File: config.mk
export PLATFORM = sky130hd
export DESIGN_NAME = cp0_reg
export DESIGN_NICKNAME = d
export VERILOG_FILES = /design/src/rtl/cp0_reg.sv
export SDC_FILE = /design/constraint.sdc
export NUM_CORES = 1
export LEC_CHECK = 0
export CORE_AREA = 2 2 146 148
export DETAILED_ROUTE_END_ITERATION = 10
export DIE_AREA = 0 0 148 150
export PLACE_DENSITY_LB_ADDON = 0.2
export SKIP_LAST_GASP = 1
export SLEW_MARGIN = 20
export SYNTH_ARGS = -nofsm -noshare
export SYNTH_HDL_FRONTEND = slang
export SYNTH_SLANG_ARGS = --single-unit
File: constraint.sdc
create_clock -name clk -period 2.4 [get_ports clk]
set_input_delay 0.6 -clock clk [delete_from_list [all_inputs] [get_ports clk]]
set_output_delay 0.6 -clock clk [all_outputs]
set_load 0.01 [all_outputs]
File: src/rtl/cp0_reg.sv
// rtl/cp0_reg.sv - MIPS32 coprocessor-0 register file
//
// Purpose: holds the CP0 registers of the 5-stage core.
//   - Write-back stage write port.
//   - Combinational read port for the execute stage.
//   - Count/Compare timer, which is only present when CP0_TIMER_EN is defined.
//   - Hardware interrupt sampling.
//   - Exception state (EPC, Cause, Status.EXL) driven by the mem-stage resolver.
//
// Optional feature macro: CP0_TIMER_EN
//   Defined:   Count (reg 9), Compare (reg 11) and timer_int_o are implemented.
//   Undefined: count_o and compare_o read as 0, writes to regs 9/11 are
//              ignored, and timer_int_o is tied to 0.
//
// Ports:
//   clk, reset_n             clock and asynchronous active-low reset
//   we_i, waddr_i, data_i    CP0 write port (wb stage)
//   raddr_i, data_o          CP0 read port (ex stage), combinational
//   int_i                    external hardware interrupt lines, go to Cause[15:10]
//   excepttype_i             exception code from the mem stage (0 = none)
//   cur_inst_addr_i          PC of the excepting instruction
//   in_delayslot_i           the excepting instruction sits in a delay slot
//   count_o .. prid_o        direct views of the CP0 registers
//   timer_int_o              sticky timer interrupt level
module cp0_reg #(
  parameter logic [31:0] PRID_VALUE   = 32'h00480102,
  parameter logic [31:0] CONFIG_VALUE = 32'h00008000,
  parameter logic [31:0] STATUS_RST   = 32'h10000000
) (
  input  logic        clk,
  input  logic        reset_n,
  input  logic        we_i,
  input  logic [4:0]  waddr_i,
  input  logic [31:0] data_i,
  input  logic [4:0]  raddr_i,
  input  logic [5:0]  int_i,
  input  logic [31:0] excepttype_i,
  input  logic [31:0] cur_inst_addr_i,
  input  logic        in_delayslot_i,
  output logic [31:0] data_o,
  output logic [31:0] count_o,
  output logic [31:0] compare_o,
  output logic [31:0] status_o,
  output logic [31:0] cause_o,
  output logic [31:0] epc_o,
  output logic [31:0] config_o,
  output logic [31:0] prid_o,
  output logic        timer_int_o
);

  logic [31:0] status_q, cause_q, epc_q;
  logic        exc_valid;
  logic [4:0]  exc_code;
  logic        eret;

  // Map the resolver's exception type onto a Cause.ExcCode value.
  always_comb begin
    exc_valid = 1'b1;
    exc_code  = 5'd0;
    case (excepttype_i)
      32'h0000_0001: exc_code = 5'd0;
      32'h0000_0008: exc_code = 5'd8;
      32'h0000_000a: exc_code = 5'd10;
      32'h0000_000c: exc_code = 5'd12;
      32'h0000_000d: exc_code = 5'd13;
      default:       exc_valid = 1'b0;
    endcase
  end

  assign eret = (excepttype_i == 32'h0000_000e);

  // Exception handling is placed after the write decode, so that a same-cycle
  // exception overrides a software write to the same field.
  always_ff @(posedge clk or negedge reset_n) begin
    if (!reset_n) begin
      status_q <= STATUS_RST;
      cause_q  <= 32'd0;
      epc_q    <= 32'd0;
    end else begin
      cause_q[15:10] <= int_i;
      if (we_i) begin
        case (waddr_i)
          5'd12: status_q <= data_i;
          5'd13: begin
            cause_q[9:8]   <= data_i[9:8];
            cause_q[23:22] <= data_i[23:22];
          end
          5'd14: epc_q <= data_i;
          default: ;
        endcase
      end
      if (exc_valid) begin
        // A nested exception (EXL already set) keeps the original EPC and BD.
        if (!status_q[1]) begin
          epc_q       <= in_delayslot_i ? cur_inst_addr_i - 32'd4 : cur_inst_addr_i;
          cause_q[31] <= in_delayslot_i;
          status_q[1] <= 1'b1;
        end
        cause_q[6:2] <= exc_code;
      end else if (eret) begin
        status_q[1] <= 1'b0;
      end
    end
  end

`ifdef CP0_TIMER_EN
  logic [31:0] count_q, compare_q;
  logic        timer_q;

  // A Compare of 0 never raises the timer interrupt.
  // A Compare write clears the interrupt, and that clear wins over a
  // match in the same cycle.
  always_ff @(posedge clk or negedge reset_n) begin
    if (!reset_n) begin
      count_q   <= 32'd0;
      compare_q <= 32'd0;
      timer_q   <= 1'b0;
    end else begin
      if (we_i && waddr_i == 5'd9) count_q <= data_i;
      else                         count_q <= count_q + 32'd1;
      if (compare_q != 32'd0 && count_q == compare_q) timer_q <= 1'b1;
      if (we_i && waddr_i == 5'd11) begin
        compare_q <= data_i;
        timer_q   <= 1'b0;
      end
    end
  end

  assign count_o     = count_q;
  assign compare_o   = compare_q;
  assign timer_int_o = timer_q;
`else
  assign count_o     = 32'd0;
  assign compare_o   = 32'd0;
  assign timer_int_o = 1'b0;
`endif

  assign status_o = status_q;
  assign cause_o  = cause_q;
  assign epc_o    = epc_q;
  assign config_o = CONFIG_VALUE;
  assign prid_o   = PRID_VALUE;

  // The read path has no write bypass; the ex stage forwards pending writes.
  always_comb begin
    data_o = 32'd0;
    case (raddr_i)
      5'd9:    data_o = count_o;
      5'd11:   data_o = compare_o;
      5'd12:   data_o = status_q;
      5'd13:   data_o = cause_q;
      5'd14:   data_o = epc_q;
      5'd15:   data_o = PRID_VALUE;
      5'd16:   data_o = CONFIG_VALUE;
      default: data_o = 32'd0;
    endcase
  end

endmodule
# [Word-level counts from Yosys, hierarchy flattened]
# Index checks and enable logic that the tools add are counted.
[word_totals] memories=0 out_inout_bits=257 latchBits=0 ramBits=0 reg_bits=80 romBits=0 word_cells=41 input_bits=116
[classes] eq_ne=14 mul=0 muxes=13 n_lt_le_gt_ge=0 n_shift=0 n_bitwise=1 n_div=0 n_reduce_logical=4 n_addsub=1
[op_table] cell="$eq A32 B4 Y1 const B" n=5
[op_table] cell="$mux W32" n=5
[op_table] cell="$pmux W32 S5" n=1
[op_table] cell="$eq A5 B4 Y1 const B" n=7
[op_table] cell="$eq A32 B1 Y1 const B" n=1
[op_table] cell="$sub A32 B3 Y32 const B" n=1
[op_table] cell="$pmux W4 S4" n=1
[op_table] cell="$reduce_and A2 Y1" n=3
[op_table] cell="$eq A5 B5 Y1 const B" n=1
[op_table] cell="$reduce_or A5 Y1" n=1
[op_table] cell="$mux W1" n=4
[op_table] cell="$mux W2" n=2
[op_table] cell="$not A1 Y1" n=1

# [Depth between registers and ports, before layout]
# Gate-level depths: netlist of run 1.
[logic_depth] word_depth=5 ltp_mapped=8 mapped_depth_nobuf=7

# [Worst setup path before layout of run 1]
# Ideal clock, no wire load.
[synth_path] path_kind="in2out" start="in raddr_i[4]" end="out data_o[0]" arrival_time_ps=1963 path_stages=4 n_path_buf=1 setup_slack_ps=-163 required_ps=1800 path_cell_list="nand3b_1 > nor3b_1 > clkbuf_1 > a22o_1"
[synth_between] elab_chain_cells=2 elab_cells_between_ends=6 cone_classes="eq/ne: 5; mux: 1"
[synth_lines] element="start: declaration" line_no="35" text="input logic [4:0] raddr_i,"
[synth_lines] element="$eq A5 B5 Y1 or $eq A5 B4 Y1 (tied branches)" line_no="147" text="case (raddr_i)"
[synth_lines] element="$pmux W32 S5 *" line_no="147"
[synth_lines] element="end: declaration" line_no="40" text="output logic [31:0] data_o,"
# Every way passes the cells marked *; elsewhere a longest branch is shown, timed or not.

# [Worst setup path in the final report of run 1]
[layout_path] start="in raddr_i[0]" end="out data_o[0]"
# The elaborated chain is that of the path after synthesis.

==> flow_summary.toml, run 1 <==
[outcome]
status = "complete, no violations"

[routing]
via_count = 4960
routed_wl_um = 19700
wl_per_cell_um = 16.8
drtAntennaViolNets = 0
drt_pass1_iterations = 4
first_iter_violations = 127
routed_via_density = 4.23
drc = 0

[worst_setup_path]
crit_top_cell = "buf_6"
cp.arrival_ps = 1750
timing.critical_path.slowest_cell_delay_ps = 220
setup.worst_path.end = "data_o[0]"
cpMaxStageDelayCell = "nor3b_4"
worstReg2RegStart = "status_o[1]"
crit_chain = "buf_6 > buf_12 > buf_4 > nor3b_4 > buf_6 > buf_8 > a22o_1 > buf_2"
required_ps = 1800
endpoint_kind = "output pin"
ff2ff_setup_slack_ps = 790
rr_endpoint = "epc_o[1]"
start_kind = "primary input"
path_class = "in -> out"
startpoint = "raddr_i[0]"
ff2ff_path_depth = 4
cp_max_fo = 6
timing.critical_path.buf_inv = 6
crit_family = "buffers and inverters"
path_depth = 8

[hold_path]
hold_class = "in -> async"

[power_and_ir_drop]
leakage_nw = 4.01
internal_power_w = 0.00321
p_switching_w = 0.00146
total_power_w = 0.00467
cellPowerDensity_nw_per_um2 = 531
p_seq_share_pct = 37.6
max-vdd-ir-drop_uv = 355
p_comb_share_pct = 33.4
pwr-share-clk_pct = 29.0
swShare_pct = 31.3

[synth]
postSynth.asyncResetShare_pct = 100
yosys.cell_types.count = 50
synth-compound-area-share_pct = 12.0
yosys.area_share.simple_pct = 15.1
ys_ff_latch = 79
synth_edf_count = 0
synth_top_family_by_area = "buffers and inverters"
synth_seq_area_share_pct = 35.1
synth_fa_ha_area_share_pct = 0.222
yosysTopAreaCell = "dfrtp_1"
synth.avg_cell_area_sq_um = 9.48
netlist_area_sq_um = 5630
ys.flop_type = "dfrtp_1"
synth_top_area_share_pct = 34.7
synth_warnings = 16
synth.area.top_cells = "dfrtp_1 (35%), buf_4 (19%), mux2_2 (8.6%)"
synthMuxAreaShare_pct = 11.1
syn_inst = 594
synth_xor_area_share_pct = 4.51

[timing]
max_freq_mhz = 425
hold_violations = 0
setup_ws_ps = 48.0
finalCritPeriodShare_pct = 98.0
min_period_ps = 2350
rsz0062_at_grt = "true"
drv_slew = 0
fin_skew_ps = 7.36
fin_hold_ws_ps = 191
fin_tns_setup_ps = 0
setup_viol_count_final = 0

[place]
dp_slack_ps = -724
port_buffers = 226
place_hpwl_um = 15200
gp_congestion = 0.737

[die]
die_y_um = 150
die_x_um = 148
io_pins = 373
dieArea_sq_um = 22200
rows = 53
coreArea_sq_um = 20700
start_util_pct = 27.2

[global_routing]
grt_max_degree = 39
gr-usage-all-layers_pct = 16.9
antenna_found_initial = 1
grt_pass1_wl_um = 28000
grt_pass1_vias = 4832
grt-ovfl-total = 0

[clock_network]
cts-root-buf = "clkbuf_16"
cts_buffers = 9
clk_pin_slew_ps = 60
htreeDepth = 3
cts.sinks = 79
clkLatencyLatePin_ps = 350
cts_tree = "built"
ctsHoldBuffers = 0
clockBufferDepth = 2

[job]
drv_cap = 0

[layout]
drive_above_1_share_pct = 22.4
layout.nets = 1010
fillCellCount = 2055
area_growth_pct = 56.1
antenna_cells = 0
registers in the layout, summed over array words and instances (netlist names):
name      cells
cause_o      15
epc_o        32
status_o     32
final cells by class:
class | count | area [sq um] | area share, %
timing repair buffer | 317 | 3100 | 35.3
multi-input combinational | 480 | 3060 | 34.8
sequential | 79 | 1980 | 22.5
tap | 275 | 344 | 3.91
clock buffer | 11 | 253 | 2.88
clock inverter | 5 | 31.3 | 0.356
inverter | 6 | 22.5 | 0.256
worst min path at each step:
stage	end	slack, ps	from
2_1_floorplan	cause_o[10]	300	reset_n
6_report	status_o[20]	190	reset_n
3_5_place_dp	status_o[8]	520	status_o[8]
4_1_cts	status_o[20]	190	reset_n
5_1_grt	status_o[20]	210	reset_n
3_3_place_gp	status_o[10]	520	status_o[10]
power groups by stage:
| stage | sequential [W] | clock, W | combinational (W) |
|---|---|---|---|
| 6_report | 0.00176 | 0.00136 | 0.00156 |
| 3_5_place_dp | 0.00178 | 0 | 0.00155 |
| 4_1_cts | 0.00176 | 0.00140 | 0.00156 |
| 2_1_floorplan | 0.00184 | 0 | 0.000686 |
| 3_3_place_gp | 0.00178 | 0 | 0.00154 |
| 5_1_grt | 0.00179 | 0.00145 | 0.00168 |
per-layer routing:
layer	global-route usage, %	up-vias	routed length [um]
li1	-	2382	-
met1	20.1	2346	7970
met2	29.6	221	9890
met3	4.79	11	1660
met4	5.24	0	218
met5	0	-	0
cells by family after synthesis:
logic type / Yosys count
muxes: 57
AOI/OAI and AO/OA: 101
other: 2
and+or+nand+nor: 146
buffers and inverters: 179
adders and majority gates: 1
DFF: 79
xor gates and xnor gates: 29
cells in the mapped netlist (2+ instances only):
cell      count
conb_1        2
nand2_1      10
mux2_2       43
nor4_1       10
nand3b_1      3
nand3_1       4
a21oi_2       5
mux2i_1      14
o22ai_1       2
nand4_1       8
nor2b_1      33
xor2_1       18
nor3_1        9
xnor2_1      11
nor2_1       43
and3_1        2
clkbuf_1     22
a211oi_1     31
buf_2         3
a22o_1       15
buf_4       146
o21ai_0       4
or4_1         4
nand4b_1      4
dfrtp_1      78
a21oi_1      39
nor3b_1       3
inv_1         6
cell usage in the layout, fill, tap and decap left out, types with 18 or more instances in the layout:
cell,instances
dfrtp_1,78
buf_4,69
clkdlybuf4s50_1,183
a211oi_1,31
nor2_1,42
a21oi_1,36
xor2_1,18
mux2_2,43
conb_1,146
nor2b_1,33
stage by stage:
stage	instance area [sq um]	util (%)	cells
global route	8790	42.5	1173
global placement	8360	40.4	1146
finish	8790	42.5	1173
floorplan	6190	-	738
detailed placement	8360	40.4	1146
CTS	8660	41.9	1169
worst register-to-register path, cell delays in order, from the launching register on:
cell and delay (ps):
dfrtp_1 420, buf_4 190, nor4_4 310, buf_4 230, mux2_2 350
timing repair:
item	in CTS	in global routing
setup buffers	5	1
resized for setup	109	22
pin swaps	3	7
endpoints found under the setup margin	33	65
gates cloned	2	3
hold endpoints to repair	0	0
Power figures use the tool's default switching activity.
==> run 2, diff against run 1 <==
--- a/config.mk
+++ b/config.mk
@@ -10,7 +10,6 @@
 export DIE_AREA = 0 0 148 150
 export PLACE_DENSITY_LB_ADDON = 0.2
 export SKIP_LAST_GASP = 1
-export SLEW_MARGIN = 20
 export SYNTH_ARGS = -nofsm -noshare
 export SYNTH_HDL_FRONTEND = slang
 export SYNTH_SLANG_ARGS = --single-unit
==> results of run 2 <==
No change in the layout: final DEF, timing and power equal those of run 1.
==> run 3, diff against run 2 <==
--- a/config.mk
+++ b/config.mk
@@ -5,11 +5,12 @@
 export SDC_FILE = /design/constraint.sdc
 export NUM_CORES = 1
 export LEC_CHECK = 0
-export CORE_AREA = 2 2 146 148
+export CORE_AREA = 2 2 147 149
 export DETAILED_ROUTE_END_ITERATION = 10
-export DIE_AREA = 0 0 148 150
+export DIE_AREA = 0 0 149 151
 export PLACE_DENSITY_LB_ADDON = 0.2
 export SKIP_LAST_GASP = 1
+export SLEW_MARGIN = 30
 export SYNTH_ARGS = -nofsm -noshare
 export SYNTH_HDL_FRONTEND = slang
 export SYNTH_SLANG_ARGS = --single-unit
==> constraint.sdc (replaced) <==
create_clock -name clk -period 2.7 [get_ports clk]
set_input_delay 0.675 -clock clk [delete_from_list [all_inputs] [get_ports clk]]
set_output_delay 0.675 -clock clk [all_outputs]
set_load 0.01 [all_outputs]
==> run 3 against run 2 <==
  * Power shrank 8.8%
  * Hold slack gained 68 ps
  * Design area shrank 1.6%
  * Combinational power shrank 14%
  * Critical endpoint is now data_o[15]
  * Largest cell class is now multi-input combinational cells
==> flow_summary.toml, run 3 (synthesis results as in run 1) <==
[outcome]
status = "complete, no violations"

[clock_network]
clkLatencyLatePin_ps = 350
cts_tree = "built"
cts-root-buf = "clkbuf_16"
htreeDepth = 3
clockBufferDepth = 2
cts_buffers = 9
cts.sinks = 79
clk_pin_slew_ps = 60

[worst_setup_path]
path_class = "in -> out"
endpoint_kind = "output pin"
required_ps = 2030
cp.arrival_ps = 1990
cp_max_fo = 5
start_kind = "primary input"

[global_routing]
grt-ovfl-total = 0
grt_pass1_vias = 4868
antenna_found_initial = 0
grt_max_degree = 52
gr-usage-all-layers_pct = 16.3
grt_pass1_wl_um = 27600

[die]
io_pins = 373
start_util_pct = 27.0
coreArea_sq_um = 20800
rows = 53
die_x_um = 149
dieArea_sq_um = 22500
die_y_um = 151

[timing]
hold_violations = 0
fin_tns_setup_ps = 0
drv_slew = 0
setup_viol_count_final = 0
fin_skew_ps = 6.63
finalCritPeriodShare_pct = 98.6
rsz0062_at_grt = "true"
max_freq_mhz = 375
min_period_ps = 2660
setup_ws_ps = 36.5

[layout]
antenna_cells = 0
area_growth_pct = 53.5
design_area_sq_um = 8650
layout.nets = 999
finish.utilization_pct = 41.5
drive_above_1_share_pct = 19.6
final_cell_mix = "clkdlybuf4s50_1 (188), conb_1 (146), dfrtp_1 (78)"
final_common_cell = "clkdlybuf4s50_1"

[hold_path]
hold_class = "in -> async"

[power_and_ir_drop]
leakage_nw = 3.99
internal_power_w = 0.00300
pwr-share-clk_pct = 32.0
p_comb_share_pct = 31.4
max-vdd-ir-drop_uv = 301
p_seq_share_pct = 36.6
cellPowerDensity_nw_per_um2 = 492
swShare_pct = 29.6
p_switching_w = 0.00126

[routing]
wl_per_cell_um = 16.2
routed_wl_um = 18800
drt_pass1_iterations = 4
drc = 0
drtAntennaViolNets = 0
via_count = 4918
routed_via_density = 4.23
first_iter_violations = 133

[place]
dp_slack_ps = -601
port_buffers = 226
place_hpwl_um = 15000
gp_congestion = 0.741
place_area_sq_um = 8150

[job]
drv_cap = 0
-- run 3: cell count changes in the layout (fill, tap and decap cells not counted), sizes merged --
cell,before,now
buf,106,95
bufbuf,1,0
bufinv,0,2
clkbuf,17,10
clkdlybuf4s15,2,3
clkdlybuf4s50,183,188
clkinv,3,1
clkinvlp,1,2
dlygate4sd1,1,0
dlymetal6s2s,5,7
-- run 3: power groups by stage --
stage / logic (W) / registers (W) / clock network (W)
floorplan: 0.000609 / 0.00163 / 0
global placement: 0.00133 / 0.00158 / 0
detailed placement: 0.00133 / 0.00158 / 0
CTS: 0.00135 / 0.00156 / 0.00141
global route: 0.00146 / 0.00159 / 0.00145
finish: 0.00134 / 0.00156 / 0.00136
-- run 3: worst paths after layout --
kind | from | to | slack (ps) | cells after the start
max | raddr_i[3] | data_o[15] | 40 | 11
min | reset_n | status_o[27] | 260 | 1
max reg2reg | status_o[1] | cause_o[31] | 1150 | 4
min reg2reg | cause_o[22] | cause_o[22] | 530 | 1
max in group asynchronous | reset_n | epc_o[3] | 1810 | 2
min in group clk | cause_o[22] | cause_o[22] | 530 | 1
-- run 3: stage by stage --
stage	std cells	hold slack, ps	total power, W
2_1_floorplan	738	379	0.00224
3_3_place_gp	1126	519	0.00292
3_5_place_dp	1126	521	0.00292
4_1_cts	1160	263	0.00433
5_1_grt	1162	282	0.00451
6_report	1162	258	0.00426
-- run 3: cell type report --
class / count / area, sq um
Tap cell: 275 / 344
Sequential cell: 79 / 1980
Clock buffer: 10 / 239
Clock inverter: 6 / 92.6
Multi-Input combinational cell: 480 / 3030
Fill cell: 2088 / 12200
Timing Repair Buffer: 306 / 2940
Inverter: 6 / 22.5
-- run 3: what timing repair did --
| item | in CTS | in global routing |
|---|---|---|
| resized for setup | 94 | 12 |
| hold buffers | 0 | 0 |
| pin swaps | 3 | 2 |
| setup endpoints to repair | 32 | 18 |
| buffers inserted | 15 | 2 |
| cloned | 3 | 0 |
-- run 3: layer usage --
metal	up-vias	share of wire [%]	track usage (%)
li1	2368	-	-
met1	2324	41	19.4
met2	211	50	29.0
met3	15	7.5	4.25
met4	0	1.3	4.86
met5	-	0	0
-- run 3: worst max-delay path: stages --
cell and delay [ps]:
dlygate4sd2_1 210, nand3b_1 90, buf_6 140, nor3b_4 200, buf_6 140, buf_6 120, buf_6 90, buf_4 80
nand2_1 40, o21ai_1 70, buf_2 140
